==> src/rtl/uart_rx.sv <==
// ---------------------------------------------------------------------------
// uart_rx
// Receive end of the packet-serial link. Deserialises NUM_WORDS framed UART
// words (start bit, BITS_PER_WORD data bits LSB-first, at least one stop bit)
// and presents them as a single beat on a valid/ready master interface.
// Word 0 on the line lands in m_data[0].
//
// Ports
//   clk        system clock
//   rst        asynchronous active-high reset
//   rx         serial line, idle high, asynchronous to clk
//   m_data     received beat, word n is the n-th word on the line
//   m_valid    beat available, held until accepted
//   m_ready    sink accepts the beat
//   frame_err  one-cycle pulse on a bad start or stop bit
//   overrun    one-cycle pulse when a completed beat is dropped because
//              the previous one is still pending
// ---------------------------------------------------------------------------
module uart_rx #(
  parameter  int CLOCKS_PER_PULSE = 4,
  parameter  int BITS_PER_WORD    = 8,
  parameter  int W_OUT            = 24,
  localparam int NUM_WORDS        = W_OUT / BITS_PER_WORD
) (
  input  logic                                         clk,
  input  logic                                         rst,
  input  logic                                         rx,
  output logic [NUM_WORDS-1:0][BITS_PER_WORD-1:0]      m_data,
  output logic                                         m_valid,
  input  logic                                         m_ready,
  output logic                                         frame_err,
  output logic                                         overrun
);

  localparam int CW = $clog2(CLOCKS_PER_PULSE);
  localparam int BW = $clog2(BITS_PER_WORD + 1);
  localparam int WW = $clog2(NUM_WORDS + 1);

  localparam logic [CW-1:0] CLK_LAST   = CW'(CLOCKS_PER_PULSE - 1);
  localparam logic [CW-1:0] CLK_MID    = CW'(CLOCKS_PER_PULSE / 2 - 1);
  localparam logic [BW-1:0] BIT_LAST   = BW'(BITS_PER_WORD - 1);
  localparam logic [WW-1:0] WORDS_FULL = WW'(NUM_WORDS);

  typedef enum logic [1:0] {
    IDLE  = 2'd0,
    START = 2'd1,
    DATA  = 2'd2,
    STOP  = 2'd3
  } state_t;

  state_t                                      state_r;
  logic                                        rx_meta_r;
  logic                                        rx_sync_r;
  logic                                        rx_prev_r;
  logic [CW-1:0]                               c_clocks_r;
  logic [BW-1:0]                               c_bits_r;
  logic [WW-1:0]                               c_words_r;
  logic [BITS_PER_WORD-1:0]                    shift_r;
  logic [NUM_WORDS-1:0][BITS_PER_WORD-1:0]     words_r;
  logic                                        beat_done_s;

  // A beat is complete once every word slot holds a good word.
  assign beat_done_s = (c_words_r == WORDS_FULL);

  // Two-flop synchroniser plus one delayed copy for falling-edge detection.
  // All three idle high so a quiet line never looks like a start bit.
  always_ff @(posedge clk or posedge rst) begin
    if (rst) begin
      rx_meta_r <= 1'b1;
      rx_sync_r <= 1'b1;
      rx_prev_r <= 1'b1;
    end else begin
      rx_meta_r <= rx;
      rx_sync_r <= rx_meta_r;
      rx_prev_r <= rx_sync_r;
    end
  end

  // Framing FSM, word assembly and beat hand-off to the master interface.
  always_ff @(posedge clk or posedge rst) begin
    if (rst) begin
      state_r    <= IDLE;
      c_clocks_r <= {CW{1'b0}};
      c_bits_r   <= {BW{1'b0}};
      c_words_r  <= {WW{1'b0}};
      shift_r    <= {BITS_PER_WORD{1'b0}};
      words_r    <= {(NUM_WORDS*BITS_PER_WORD){1'b0}};
      m_data     <= {(NUM_WORDS*BITS_PER_WORD){1'b0}};
      m_valid    <= 1'b0;
      frame_err  <= 1'b0;
      overrun    <= 1'b0;
    end else begin
      frame_err <= 1'b0;
      overrun   <= 1'b0;

      // Completion is seen in the cycle after the last stop sample, when the
      // FSM is already back in IDLE, so it never collides with a STOP update
      // of c_words_r. A handshake in this same cycle frees the slot, which is
      // why only valid-without-ready counts as an overrun.
      if (beat_done_s) begin
        c_words_r <= {WW{1'b0}};
        if (m_valid && !m_ready) begin
          overrun <= 1'b1;
        end else begin
          m_data  <= words_r;
          m_valid <= 1'b1;
        end
      end else if (m_valid && m_ready) begin
        m_valid <= 1'b0;
      end else begin
        m_valid <= m_valid;
      end

      case (state_r)
        IDLE: begin
          // Only a 1->0 transition starts a frame; a line stuck low
          // after a framing error stays here.
          if (rx_prev_r && !rx_sync_r) begin
            c_clocks_r <= {CW{1'b0}};
            state_r    <= START;
          end else begin
            state_r <= IDLE;
          end
        end

        START: begin
          if (c_clocks_r == CLK_MID) begin
            if (rx_sync_r) begin
              // High again by mid-bit: a glitch, not a start bit.
              state_r <= IDLE;
            end else begin
              c_clocks_r <= {CW{1'b0}};
              c_bits_r   <= {BW{1'b0}};
              state_r    <= DATA;
            end
          end else begin
            c_clocks_r <= c_clocks_r + CW'(1);
          end
        end

        DATA: begin
          // Counting a full period from mid-start lands every sample
          // in the middle of its data bit.
          if (c_clocks_r == CLK_LAST) begin
            c_clocks_r <= {CW{1'b0}};
            shift_r    <= {rx_sync_r, shift_r[BITS_PER_WORD-1:1]};
            c_bits_r   <= c_bits_r + BW'(1);
            if (c_bits_r == BIT_LAST) begin
              state_r <= STOP;
            end else begin
              state_r <= DATA;
            end
          end else begin
            c_clocks_r <= c_clocks_r + CW'(1);
          end
        end

        STOP: begin
          if (c_clocks_r == CLK_LAST) begin
            c_clocks_r <= {CW{1'b0}};
            state_r    <= IDLE;
            if (rx_sync_r) begin
              for (int i = 0; i < NUM_WORDS; i++) begin
                if (c_words_r == WW'(i)) begin
                  words_r[i] <= shift_r;
                end
              end
              c_words_r <= c_words_r + WW'(1);
            end else begin
              // Bad stop bit: the whole partial beat is untrustworthy.
              frame_err <= 1'b1;
              c_words_r <= {WW{1'b0}};
            end
          end else begin
            c_clocks_r <= c_clocks_r + CW'(1);
          end
        end

        default: begin
          state_r <= IDLE;
        end
      endcase
    end
  end

endmodule

==> config.mk <==
export PLATFORM = sky130hd
export DESIGN_NAME = uart_rx
export DESIGN_NICKNAME = d
export VERILOG_FILES = /design/src/rtl/uart_rx.sv
export SDC_FILE = /design/constraint.sdc
export NUM_CORES = 1
export LEC_CHECK = 0
export BUFFER_PORTS_ARGS = -buffer_cell sky130_fd_sc_hd__buf_2
export CAP_MARGIN = 40
export CORE_ASPECT_RATIO = 0.6
export CORE_MARGIN = 10
export CORE_UTILIZATION = 30
export CTS_CLUSTER_DIAMETER = 150
export CTS_CLUSTER_SIZE = 20
export DETAILED_ROUTE_END_ITERATION = 10
export REMOVE_ABC_BUFFERS = 1
export SKIP_LAST_GASP = 1
export SLEW_MARGIN = 20
export SYNTH_ARGS = -nofsm -noshare
export SYNTH_HDL_FRONTEND = slang
export SYNTH_SLANG_ARGS = --single-unit
export TNS_END_PERCENT = 30
==> constraint.sdc <==
create_clock -name clk -period 2.75 [get_ports clk]
set_clock_uncertainty 0.15 [all_clocks]
set_input_delay 0 -clock clk [delete_from_list [all_inputs] [get_ports clk]]
set_output_delay 0 -clock clk [all_outputs]
set_load 0.01 [all_outputs]
# [Word-level counts from Yosys, hierarchy flattened]
# Index checks and enable logic that the tools add are counted.
[classes] addsub=3 n_reduce_logical=19 mux=28 eq_ne=16 n_bitwise=1
[ops] operator="2-bit two-way mux" n=12
[ops] operator="4-bit AND reduction" n=4
[ops] operator="4-bit two-way mux" n=3
[ops] operator="2-bit inequality test, second input constant" n=6
[ops] operator="2-bit equality test, second input constant" n=5
[ops] operator="1-bit two-way mux" n=10
[ops] operator="2-bit case mux with 4 select lines" n=1
[ops] operator="4-bit case mux with 2 select lines" n=1
[ops] operator="2-bit AND reduction" n=4
[ops] operator="2-bit by 1-bit equality test with 1-bit output, second input constant" n=3
[ops] operator="2-bit case mux with 3 select lines" n=1
[ops] operator="2-bit by 1-bit adder with 2-bit output, second input constant" n=2
[ops] operator="4-bit by 1-bit adder with 4-bit output, second input constant" n=1
[ops] operator="4-bit by 3-bit equality test with 1-bit output, second input constant" n=1
[ops] operator="2-bit zero test" n=2
[ops] operator="2-bit nonzero test" n=2
[ops] operator="1-bit logical AND" n=3
[ops] operator="3-bit inequality test, second input constant" n=1
[ops] operator="3-bit AND reduction" n=1
[ops] operator="1-bit zero test" n=2
[ops] operator="2-bit OR reduction" n=1
[ops] operator="1-bit NOT" n=1
[word_totals] regBits=72

# [Longest topological paths before layout]
[logic_depth] depth_word=4 ltp_mapped=6

# [Worst setup path before layout]
# OpenSTA, ideal clock, no wires.
[synth_path] path_kind="register to register" from="register c_clocks_r[0]" to="register words_r[0] (netlist bit)" t_arrival_ps=1399 period_less_slack_ps=1674 setup_slack_ps=1076 setup_time_ps=125 stages_incl_launch_ff=6 n_path_buf=1 path_cell_list="dfrtp_1 -> ha_1 -> and4_1 -> buf_6 -> nand2_8 -> mux2_4"
[synth_between] elab_chain_len=2
[synth_lines] element="start, declared" line_no="55" text="logic [CW-1:0] c_clocks_r;"
[synth_lines] element="start signal, assigned" line_no="83" text="c_clocks_r <= {CW{1'b0}};"
[synth_lines] element="start signal, assigned" line_no="119" text="c_clocks_r <= {CW{1'b0}};"
[synth_lines] element="start signal, assigned" line_no="132" text="c_clocks_r <= {CW{1'b0}};"
[synth_lines] element="2-bit equality test" line_no="159" text="if (c_clocks_r == CLK_LAST) begin"
[synth_lines] element="4-bit AND reduction (no line)"
[synth_lines] element="end signal, assigned" line_no="87" text="words_r <= {(NUM_WORDS*BITS_PER_WORD){1'b0}};"
[synth_lines] element="end signal, assigned by index" line_no="165" text="words_r[i] <= shift_r;"
[synth_lines] element="end, declared" line_no="59" text="logic [NUM_WORDS-1:0][BITS_PER_WORD-1:0] words_r;"
# No other way between the ends.
# A chain may end at the register's enable or synchronous reset.

# [Worst setup path after layout]
[layout_path] from="register c_clocks_r[0]" to="register words_r[5] (netlist bit)"
# Same word-level chain as after synthesis.

==> results.md <==
* Final Net Count at 258
* First-pass GRT wire length at 9130 µm
* Initial core utilization at 0.309
* Crit-path cells: ha_1 -> and4_1 -> nand2_8 -> mux2_4
* Synth warn at 0
* CTS tree: done
* H-tree depth at 3
* CTS max path bufs at 2
* Clock latency on the worst-skew pair at 330 ps
* Worst-path fanout max at 8
* Post-DR vias/cell at 4.36
* Max Cap Viol at 0
* # port buffers at 30
* Post-Syn Instances at 203
* Crit Path Class: reg2reg
* # fillers at 954
* Setup crit start kind: flip-flop
* Syn_area_per_cell at 15.1 µm²
* Flops & latches, synth at 72
* Seq/Total Area, Yosys at 0.589
* Slew HR at 0.647
* Setup TNS at 0 ps
* Post-CTS Setup Inserts at 0
* Peak supply drop at 0.329 mV
* Area Growth Syn to Fin at 20.5%
* # IOs at 31
* Worst Setup End Kind: flip-flop
* Worst path bufs/invs at 0
* Final period util at 0.731
* Gr usage total at 0.0794
* Chip Height at 98.3 µm
* Remaining DRCs at 0
* CTS Sinks at 72
* Arrival time worst endpoint at 2070 ps
* CP required at 2810 ps
* P per Cell Area at 728 mW/mm²
* Crit-path leading delay family: simple AND/OR/NAND/NOR gates
* Min-Delay Path Class: in2async
* Final HPWL DP at 3790 µm
* Clock-pin transition on the worst setup and hold timing paths at 60 ps
* # rows at 28
* Post-synth cell types at 31
* Synth Cell Area at 0.00307 mm²
* Vias post-DR at 1671
* Util after Layout at 0.373
* Largest net degree at the start of global routing at 73
* ANT nets after route at 0
* Antenna diodes at 0
* GP Congestion at 0.711
* Vias in the first global route at 1688
* Hold Vio Cnt, Final at 0
* Slew of the pin with the lowest slew margin at 530 ps
* Crit path largest cell delay at 560 ps
* 1st-iter DRT viols at 77
* Reg-to-reg startpoint: c_clocks_r[0]
* Hold WS at 132 ps
* Routed wire per std cell at 14.6 µm
* Share of cells above drive strength 1 at 0.448
* DIE AREA at 0.0148 mm²
* Status: complete, no violations
* Initial antenna violation count at 0
* Setup violators final at 0
* Root Buffer: clkbuf_16
* WL final at 5590 µm
* Initial DRT Pass Iterations at 4
* Die Span X at 151 µm
* Leak at 1.94 nW
* CTS Buf Count at 9
* RSZ-0062 raised after global routing: no
* CP max-delay cell: and4_1
* Fmax at 497 MHz
* Overflow left after global routing at 0
* Slew Limit Fails at 0
* Core Area at 0.00991 mm²
* Setup crit start: c_clocks_r[0]
* Tmin final at 2010 ps
* Reg2Reg Setup Slack at 740 ps
-- layout by cell type, fill, tap and decap left out, types with 2 or more instances in the layout --
master,instances
mux2_1,2
nand2b_1,3
nand3_1,3
o21ai_0,8
ha_1,11
nand2_1,12
mux2_4,24
buf_2,30
dlygate4sd3_1,3
inv_1,5
nand2_8,3
clkbuf_16,9
o31ai_1,2
mux2_2,31
clkinv_2,2
dfstp_2,3
clkbuf_8,3
nor2b_1,2
dfrtp_1,69
nor2_1,5
-- kinds of logic after synthesis --
kind of cell / count (synthesis) / synth area share
mux: 58 / 0.242
fa+ha+maj: 11 / 0.0449
buf+inv: 12 / 0.0208
flops: 72 / 0.589
compound gates: 16 / 0.0335
simple gates: 34 / 0.0702
-- state kept, by name, indices dropped and copies added (netlist names), named ones only --
signal	flops
overrun	1
c_bits_r	4
c_words_r	2
frame_err	1
shift_r	8
rx_prev_r	1
words_r	24
rx_sync_r	1
rx_meta_r	1
m_valid	1
c_clocks_r	2
state_r	1
m_data	24
-- report_power, final --
part / internal, mW / leakage, nW / switching, mW / total [mW]
Combinational: 0.150 / 0.805 / 0.158 / 0.308
Sequential: 1.14 / 0.985 / 0.119 / 1.26
Clock: 0.684 / 0.145 / 0.440 / 1.12
Total: 1.97 / 1.94 / 0.718 / 2.69
-- metal layers --
metal	track usage	share of wire	vias up
li1	-	-	783
met1	0.110	0.54	847
met2	0.0969	0.37	33
met3	0.0438	0.074	8
met4	0.0335	0.012	0
met5	0	0	-
-- cells in the mapped netlist --
cell type	n	area, µm²
o31ai_1	2	15.0
a32o_1	1	10.0
a31oi_1	1	6.26
a21oi_1	1	5.00
and2_1	1	6.26
buf_4	2	15.0
buf_2	3	15.0
nand2_8	3	60.1
nand3b_1	1	7.51
nand2b_1	3	18.8
dfrtp_1	69	1730
buf_6	1	11.3
nor3b_1	1	7.51
nor2b_1	2	12.5
o21ai_0	8	40.0
a32oi_1	1	8.76
o31a_1	1	8.76
mux2_4	24	360
mux2_1	2	22.5
nand2_1	12	45.0
ha_1	11	138
and3b_1	1	8.76
and4_1	1	8.76
mux2_2	31	349
nor2_1	5	18.8
inv_1	6	22.5
mux2i_1	1	10.0
a211o_1	1	8.76
nand3_1	3	15.0
nand2_2	1	6.26
dfstp_2	3	78.8
-- worst min-delay path, cell delays in order --
cell	delay (ps)
dlygate4sd3_1	530
buf_2	120
inv_2	60
buf_12	310
-- per-stage QoR --
step / power (mW) / instance area (µm²) / worst slack, ps / instances
floorplan: 1.49 / 3030 / 780 / 197
global placement: 1.58 / 3370 / 803 / 364
detailed placement: 1.58 / 3370 / 748 / 364
CTS: 2.73 / 3690 / 722 / 383
global route: 2.83 / 3690 / 647 / 383
finish: 2.69 / 3690 / 740 / 383
-- repair_timing --
| item | in CTS | in global routing |
|---|---|---|
| gates resized for setup | 0 | 0 |
| endpoints found under the hold margin | 75 | 0 |
| hold buffers | 3 | 0 |
-- worst paths after layout --
kind | endpoint | cells past startpoint
setup / recovery | words_r[5] | 4
hold / removal | m_valid | 4
setup reg to reg | words_r[5] | 4
hold reg to reg | rx_sync_r | 0
max in group asynchronous | rx_prev_r | 4
min in group clk | rx_meta_r | 2
-- cell type report --
cell class | count | area (µm²) | share of cell area
Inverter | 6 | 22.5 | 0.00610
Multi-Input combinational cell | 119 | 1200 | 0.324
Timing Repair Buffer | 35 | 208 | 0.0562
Clock buffer | 12 | 267 | 0.0721
Sequential cell | 72 | 1810 | 0.489
Tap cell | 135 | 169 | 0.0457
Clock inverter | 4 | 26.3 | 0.00711
Note: power is estimated with default switching activity, not from simulation.
